<file path="src/rtl/pair_pack_pkg.sv">
// Shared types and helpers for the A/B pair packing FIFO.
package pair_pack_pkg;

    typedef logic [15:0] pair_word_t;

    localparam int PAIR_DEPTH_DEFAULT = 4;

    function automatic pair_word_t pack_pair(input logic [7:0] a, input logic [7:0] b);
        return {a, b};
    endfunction

endpackage

</file>
<file path="src/rtl/pair_pack_mem.sv">
// DEPTH x 16 storage array: one synchronous write port, one asynchronous read port, no reset.
module pair_pack_mem
    import pair_pack_pkg::*;
#(
    parameter int DEPTH = PAIR_DEPTH_DEFAULT,
    localparam int AW = $clog2(DEPTH)
) (
    input  logic          clk,
    input  logic          we,
    input  logic [AW-1:0] waddr,
    input  pair_word_t    wdata,
    input  logic [AW-1:0] raddr,
    output pair_word_t    rdata
);

    pair_word_t mem_r [DEPTH];

    // Storage write
    always_ff @(posedge clk) begin
        if (we) begin
            mem_r[waddr] <= wdata;
        end
    end

    assign rdata = mem_r[raddr];

endmodule

</file>
<file path="src/rtl/pair_pack_fifo.sv">
// Packs accepted A/B byte pairs into 16-bit words and delivers them from a show-ahead FIFO.
// Optional running XOR checksum of accepted pairs when PAIR_CHECKSUM_EN is defined.
module pair_pack_fifo
    import pair_pack_pkg::*;
#(
    parameter int DEPTH = PAIR_DEPTH_DEFAULT,
    localparam int AW = $clog2(DEPTH),
    localparam int CW = $clog2(DEPTH) + 1
) (
    input  logic          clk,
    input  logic          reset,
    input  logic          in_valid,
    input  logic [7:0]    in_a,
    input  logic [7:0]    in_b,
    output logic          in_ready,
    output logic          out_valid,
    output logic [15:0]   out_data,
    input  logic          out_ready,
    output logic [CW-1:0] count,
`ifdef PAIR_CHECKSUM_EN
    output logic [7:0]    checksum,
`endif
    output logic          drop_seen
);

    localparam logic [CW-1:0] FULL_COUNT = CW'(DEPTH);

    logic [AW-1:0] wr_ptr_r;
    logic [AW-1:0] rd_ptr_r;
    logic [CW-1:0] count_r;
    logic          drop_seen_r;
    logic          push_s;
    logic          pop_s;
    logic [CW-1:0] count_nxt_s;
    pair_word_t    rdata_s;

    // Full/empty come from the registered count only, so out_ready never reaches in_ready.
    assign in_ready  = (count_r != FULL_COUNT);
    assign out_valid = (count_r != {CW{1'b0}});
    assign push_s    = in_valid && in_ready;
    assign pop_s     = out_valid && out_ready;
    assign out_data  = rdata_s;
    assign count     = count_r;
    assign drop_seen = drop_seen_r;

    pair_pack_mem #(.DEPTH(DEPTH)) u_mem (
        .clk   (clk),
        .we    (push_s),
        .waddr (wr_ptr_r),
        .wdata (pack_pair(in_a, in_b)),
        .raddr (rd_ptr_r),
        .rdata (rdata_s)
    );

    // Next occupancy from the push/pop pair
    always_comb begin
        count_nxt_s = count_r;
        case ({push_s, pop_s})
            2'b10:   count_nxt_s = count_r + CW'(1);
            2'b01:   count_nxt_s = count_r - CW'(1);
            default: count_nxt_s = count_r;
        endcase
    end

    // Pointers, occupancy and sticky drop flag
    always_ff @(posedge clk or posedge reset) begin
        if (reset) begin
            wr_ptr_r    <= {AW{1'b0}};
            rd_ptr_r    <= {AW{1'b0}};
            count_r     <= {CW{1'b0}};
            drop_seen_r <= 1'b0;
        end else begin
            if (push_s) begin
                wr_ptr_r <= wr_ptr_r + AW'(1);
            end
            if (pop_s) begin
                rd_ptr_r <= rd_ptr_r + AW'(1);
            end
            count_r <= count_nxt_s;
            if (in_valid && !in_ready) begin
                drop_seen_r <= 1'b1;
            end
        end
    end

`ifdef PAIR_CHECKSUM_EN
    logic [7:0] checksum_r;

    // Running XOR over accepted pairs only
    always_ff @(posedge clk or posedge reset) begin
        if (reset) begin
            checksum_r <= 8'h00;
        end else if (push_s) begin
            checksum_r <= checksum_r ^ in_a ^ in_b;
        end
    end

    assign checksum = checksum_r;
`endif

endmodule

</file>
<file path="config.mk">
export PLATFORM = sky130hd
export DESIGN_NAME = pair_pack_fifo
export DESIGN_NICKNAME = d
export VERILOG_FILES = /design/src/rtl/pair_pack_pkg.sv /design/src/rtl/pair_pack_mem.sv /design/src/rtl/pair_pack_fifo.sv
export SDC_FILE = /design/constraint.sdc
export NUM_CORES = 1
export LEC_CHECK = 0
export ABC_AREA = 1
export CAP_MARGIN = 40
export CELL_PAD_IN_SITES_DETAIL_PLACEMENT = 0
export CELL_PAD_IN_SITES_GLOBAL_PLACEMENT = 1
export CORE_UTILIZATION = 35
export CTS_CLUSTER_DIAMETER = 150
export CTS_CLUSTER_SIZE = 20
export DETAILED_ROUTE_END_ITERATION = 6
export MAX_ROUTING_LAYER = met4
export PLACE_DENSITY_LB_ADDON = 0.1
export SLEW_MARGIN = 20
export SYNTH_ARGS = -nofsm -noshare
export SYNTH_HDL_FRONTEND = slang
export SYNTH_HIERARCHICAL = 1
export SYNTH_SLANG_ARGS = --single-unit
</file>
<file path="constraint.sdc">
create_clock -name clk -period 4.42 [get_ports clk]
set_input_delay 0.884 -clock clk [delete_from_list [all_inputs] [get_ports clk]]
set_output_delay 0.884 -clock clk [all_outputs]
set_load 0.01 [all_outputs]
</file>
**Word-level counts from Yosys, hierarchy flattened**

Memories as Yosys holds them, arrays and structs flattened.
Index checks and enable logic that the tools add are counted.

- Bits in registers: 8
- Bits in latches: 0
- RAM bits: 64
- Memory bits (read-only): 0
- Input port bits: 20
- Output and inout bits: 22
- Word-level logic and storage cells: 21
- Memories kept: 1

- $add $sub $neg: 4
- $mul: 0
- Div/mod/pow operators: 0
- $lt $le $gt $ge: 0
- Eq/ne operators: 3
- Shift-type cells: 0
- Mux-type cells: 3
- Bitwise logic cells: 0
- Reduce and logical (&&, ||, !) cells: 6

Memory list:

| name | depth | width | read ports | clocked after memory_dff | wr ports | RTL line | text |
|---|---|---|---|---|---|---|---|
| u_mem.mem_r | 4 | 16 | 1 | 0 | 1 | pair_pack_mem.sv:16 | `pair_word_t mem_r [DEPTH];` |

Operator list:

| kind | number |
|---|---|
| $pmux W3 S2 | 1 |
| $add A2 B1 Y2 const B | 2 |
| $add A3 B1 Y3 const B | 1 |
| $logic_and A1 B1 Y1 | 3 |
| $ne A3 B3 Y1 const B | 1 |
| $reduce_bool A3 Y1 | 1 |
| $sub A3 B1 Y3 const B | 1 |
| $eq A2 B1 Y1 const B | 1 |
| $eq A2 B2 Y1 const B | 1 |
| $mux W1 | 2 |
| $reduce_bool A2 Y1 | 1 |
| $logic_not A1 Y1 | 1 |

**Logic depth before layout (Yosys ltp)**

- Depth in word-level cells: 4
- Mapped depth: 12

**By module**

The synthesis kept the hierarchy.

Modules (own cells, without submodules):

| module | times used | cells an instance | area an instance (um^2) | sequential area each (um^2) |
|---|---|---|---|---|
| pair_pack_mem | 1 | 259 | 2758.9 | 1921.8 |
| pair_pack_fifo | 1 | 54 | 461.7 | 200.2 |

**Worst setup path after synthesis**

OpenSTA, ideal clock, no wires.

- Path kind: input port to flip-flop
- From: input port in_valid
- To: memory u_mem/mem_r[1][0] in the netlist's numbering (enable)
- Library setup time: 0.409 ns
- Data arrival time: 2.165 ns
- Slack: 1.846 ns
- Stages on the path: 4
- Path buffers: 0
- Path through: nand2_4 inv_1 inv_1 nor3_1

- Longest elaborated chain between the ends: 3

RTL lines:

| element | RTL line | text |
|---|---|---|
| start, declared | pair_pack_fifo.sv:12 | `input logic in_valid,` |
| $logic_and A1 B1 Y1 | pair_pack_fifo.sv:40 | `assign push_s = in_valid && in_ready;` |
| named net push_s | pair_pack_fifo.sv:32 | `logic push_s;` |
| $mux W1 | pair_pack_mem.sv:20 | `if (we) begin` |
| $mux W1 (not written as such) | pair_pack_mem.sv:21 | `mem_r[waddr] <= wdata;` |
| end, declared | pair_pack_mem.sv:16 |  |

The timed path passes the listed nets, and every way through them passes these cells.

**Worst setup path after layout**

- From: register rd_ptr_r[0]
- To: output port out_data[0]

- Longest elaborated chain between the ends: 1

RTL lines:

| element | RTL line | text |
|---|---|---|
| start, declared | pair_pack_fifo.sv:29 | `logic [AW-1:0] rd_ptr_r;` |
| start signal, assigned | pair_pack_fifo.sv:69 | `rd_ptr_r <= {AW{1'b0}};` |
| start signal, assigned | pair_pack_fifo.sv:77 | `rd_ptr_r <= rd_ptr_r + AW'(1);` |
| $mem_v2 Z4 W16 | -- |  |
| end, declared | pair_pack_fifo.sv:17 | `output logic [15:0] out_data,` |

No other way between the ends.

==> metrics.yaml <==
finish:
  fin_util: 0.4408
  num_antenna_cells: 0
  layout_commonest_cell: "nand2_1"
  nNetsFinal: 382
  nFillCells: 866
  area_growth_pct: 20.51
  drive_gt1_frac: 0.09066
  layout_common_cells: "nand2_1 (96), inv_1 (78), edfxtp_1 (64)"
setup_path:
  reg2reg_from: "count[0]$_DFFE_PP0P_"
  crit_slowest_cell: "dfrtp_1"
  worstPathMaxFanout: 32
  cp-end-kind: "output pin"
  cp_data_required_time_ns: 3.54
  path_cells: "inv_4, nand2_1, nand3_1, nand2_1, clkdlybuf4s50_1"
  startpoint: "rd_ptr_r[0]$_DFFE_PP0P_"
  cpMostUsedCell: "nand2_1"
  r2r-end: "count[2]$_DFFE_PP0P_"
  worst_setup_path_start_kind: "register"
  rr_worst_depth: 10
  r2r_slack_ns: 2.66
  crit_arrival_ns: 2.24
  critical_path.max_stage_delay_ns: 0.74
  path_class: "register to output pin"
floorplan:
  ioPinCount: 42
  core_area_mm2: 0.008806
  initial_utilization: 0.3657
  die-width_um: 97.93
  rows: 34
  fp.dieArea_mm2: 0.009589
  die_h_um: 97.93
sta:
  holdWs_ns: 0.4819
  rsz0062_at_grt: "false"
  finalCritPeriodShare: 0.7078
  layout_min_cycle_time_ns: 3.129
  slew_violations: 0
  fin_skew_ns: 0.006943
  tightest_slew_ns: 0.7294
  setup_ws_ns: 1.291
  max_freq_ghz: 0.3196
  setup_viol: 0
  tns_ns: 0
  slew_headroom: 0.5137
  hold_viol: 0
yosys:
  yosysWarnings: 6
  ys_types: 21
  syn_avg_cell_area_um2: 10.29
  ys_ff_latch: 72
  syn_inst: 313
  ys_seq_area_frac: 0.6589
  syn_nets: 335
  synth_area_mm2: 0.003221
place:
  dp_hpwl_mm: 3.725
  portBuffers: 41
  place_ws_ns: 1.587
  gp_congestion: 0.7191
global_routing:
  overflow: 0
  first_global_vias: 2005
  grt_use_total: 0.1426
  grt_pass1_wl_mm: 10.05
  grt_max_degree: 33
  antenna_found_initial: 0
clocking:
  htreeDepth: 3
  root_buffer: "clkbuf_8"
  postCtsHoldBufs: 0
  clk_pin_slew_ns: 0.07
  postCtsResizedCells: 0
  worstSkewPairLatency_ns: 0.34
  cts_tree: "done"
  cts_setup_buffers: 0
  cts_buffers: 9
  cts_max_path_buffers: 2
  clock-sinks: 72
power_and_ir_drop:
  power.leakage_nw: 1.762
  vdd_ir_drop_max_uv: 263.4
  powerDensity_mw_per_mm2: 628.4
worst_hold_path:
  whs_path_depth: 1
  hp-start: "drop_seen$_DFFE_PP0P_"
  hold_class: "register to register"
  holdPathEnd: "drop_seen$_DFFE_PP0P_"
detailed_routing:
  drt-vias-per-instance: 4.377
  drtPass1Iterations: 6
  ant_nets: 0
  drt_wl_total_mm: 6.233
  post_drt_wl_per_cell_um: 13.21
  drc: 3
  drt_iter0_markers: 93
  vias: 2066
flow_run:
  maxCapViolCount: 0
outcome:
  status: "complete, but fails checks"
  violations: "design-rule violations"
[layout make-up]
type | count | area [um2] | area share
sequential | 72 | 2122 | 0.5467
clock buffer | 10 | 127.6 | 0.03288
clock inverter | 5 | 25.02 | 0.006447
inverter | 83 | 314.1 | 0.08092
tap | 108 | 135.1 | 0.03482
multi-input combinational | 148 | 709.4 | 0.1828
timing repair buffer | 46 | 447.9 | 0.1154
[flip-flops by register name, indices dropped and copies added (netlist names)]
signal and count:
u_mem/mem_r 64, rd_ptr_r 2, drop_seen 1, count 3, wr_ptr_r 2
[worst max-delay path, delay by kind of cell (launching register included)]
family / cells / cell delay, ns
buffers and inverters: 2 / 0.83
and+or+nand+nor: 3 / 0.32
DFF: 1 / 0.74
[kinds of logic after synthesis]
family	count (synthesis)	synth area share
compound gates	2	0.003884
flops	72	0.6589
xor+xnor	1	0.002720
fa+ha+maj	2	0.01010
simple gates	143	0.1974
buf+inv	93	0.1270
[stage by stage]
step	power (W)	area, um2	std cells
after floorplan	0.001636	3221	313
after global placement	0.002046	3729	457
after detailed placement	0.002056	3729	457
after CTS	0.002487	3881	472
after global routing	0.002612	3881	472
final	0.002439	3881	472
[worst max-delay path by stage]
| stage | end | slack, ns | cells after the start |
|---|---|---|---|
| after floorplan | u_mem/mem_r[1][0]$_DFFE_PP_ | 1.85 | 4 |
| after global placement | out_data[10] | 1.60 | 5 |
| after detailed placement | out_data[15] | 1.59 | 4 |
| after CTS | out_data[15] | 1.21 | 4 |
| after global routing | out_data[0] | 1.07 | 5 |
| final | out_data[0] | 1.29 | 5 |
[power by group]
| part | total [W] | internal (W) | switching (W) |
|---|---|---|---|
| Sequential | 0.00102 | 0.000905 | 0.000110 |
| Clock | 0.000424 | 0.000196 | 0.000228 |
| Combinational | 0.00100 | 0.000444 | 0.000556 |
| Total | 0.00244 | 0.00154 | 0.000895 |
[cell usage after synthesis]
cell,instances,share of area
nand2_4,1,0.0035
o21bai_1,1,0.0023
o21ai_0,1,0.0016
nor3_1,4,0.0062
nand2_1,96,0.11
edfxtp_1,64,0.60
ha_1,1,0.0039
nand3b_1,2,0.0047
inv_2,4,0.0047
buf_6,6,0.021
fa_1,1,0.0062
buf_4,3,0.0070
xnor2_1,1,0.0027
nand4_1,1,0.0019
dfrtp_1,8,0.062
nand3_1,35,0.054
buf_2,1,0.0016
nand3_4,2,0.011
inv_4,1,0.0019
inv_1,78,0.091
nand2_2,2,0.0039
[metal layers]
layer	vias up	routed length, um	global-route usage
met5	-	0	-
met4	0	70	0.06643
met3	7	203	0.02434
met2	34	2950	0.2237
met1	965	3008	0.1801
li1	1060	-	-
Note: power is estimated with default switching activity, not from simulation.
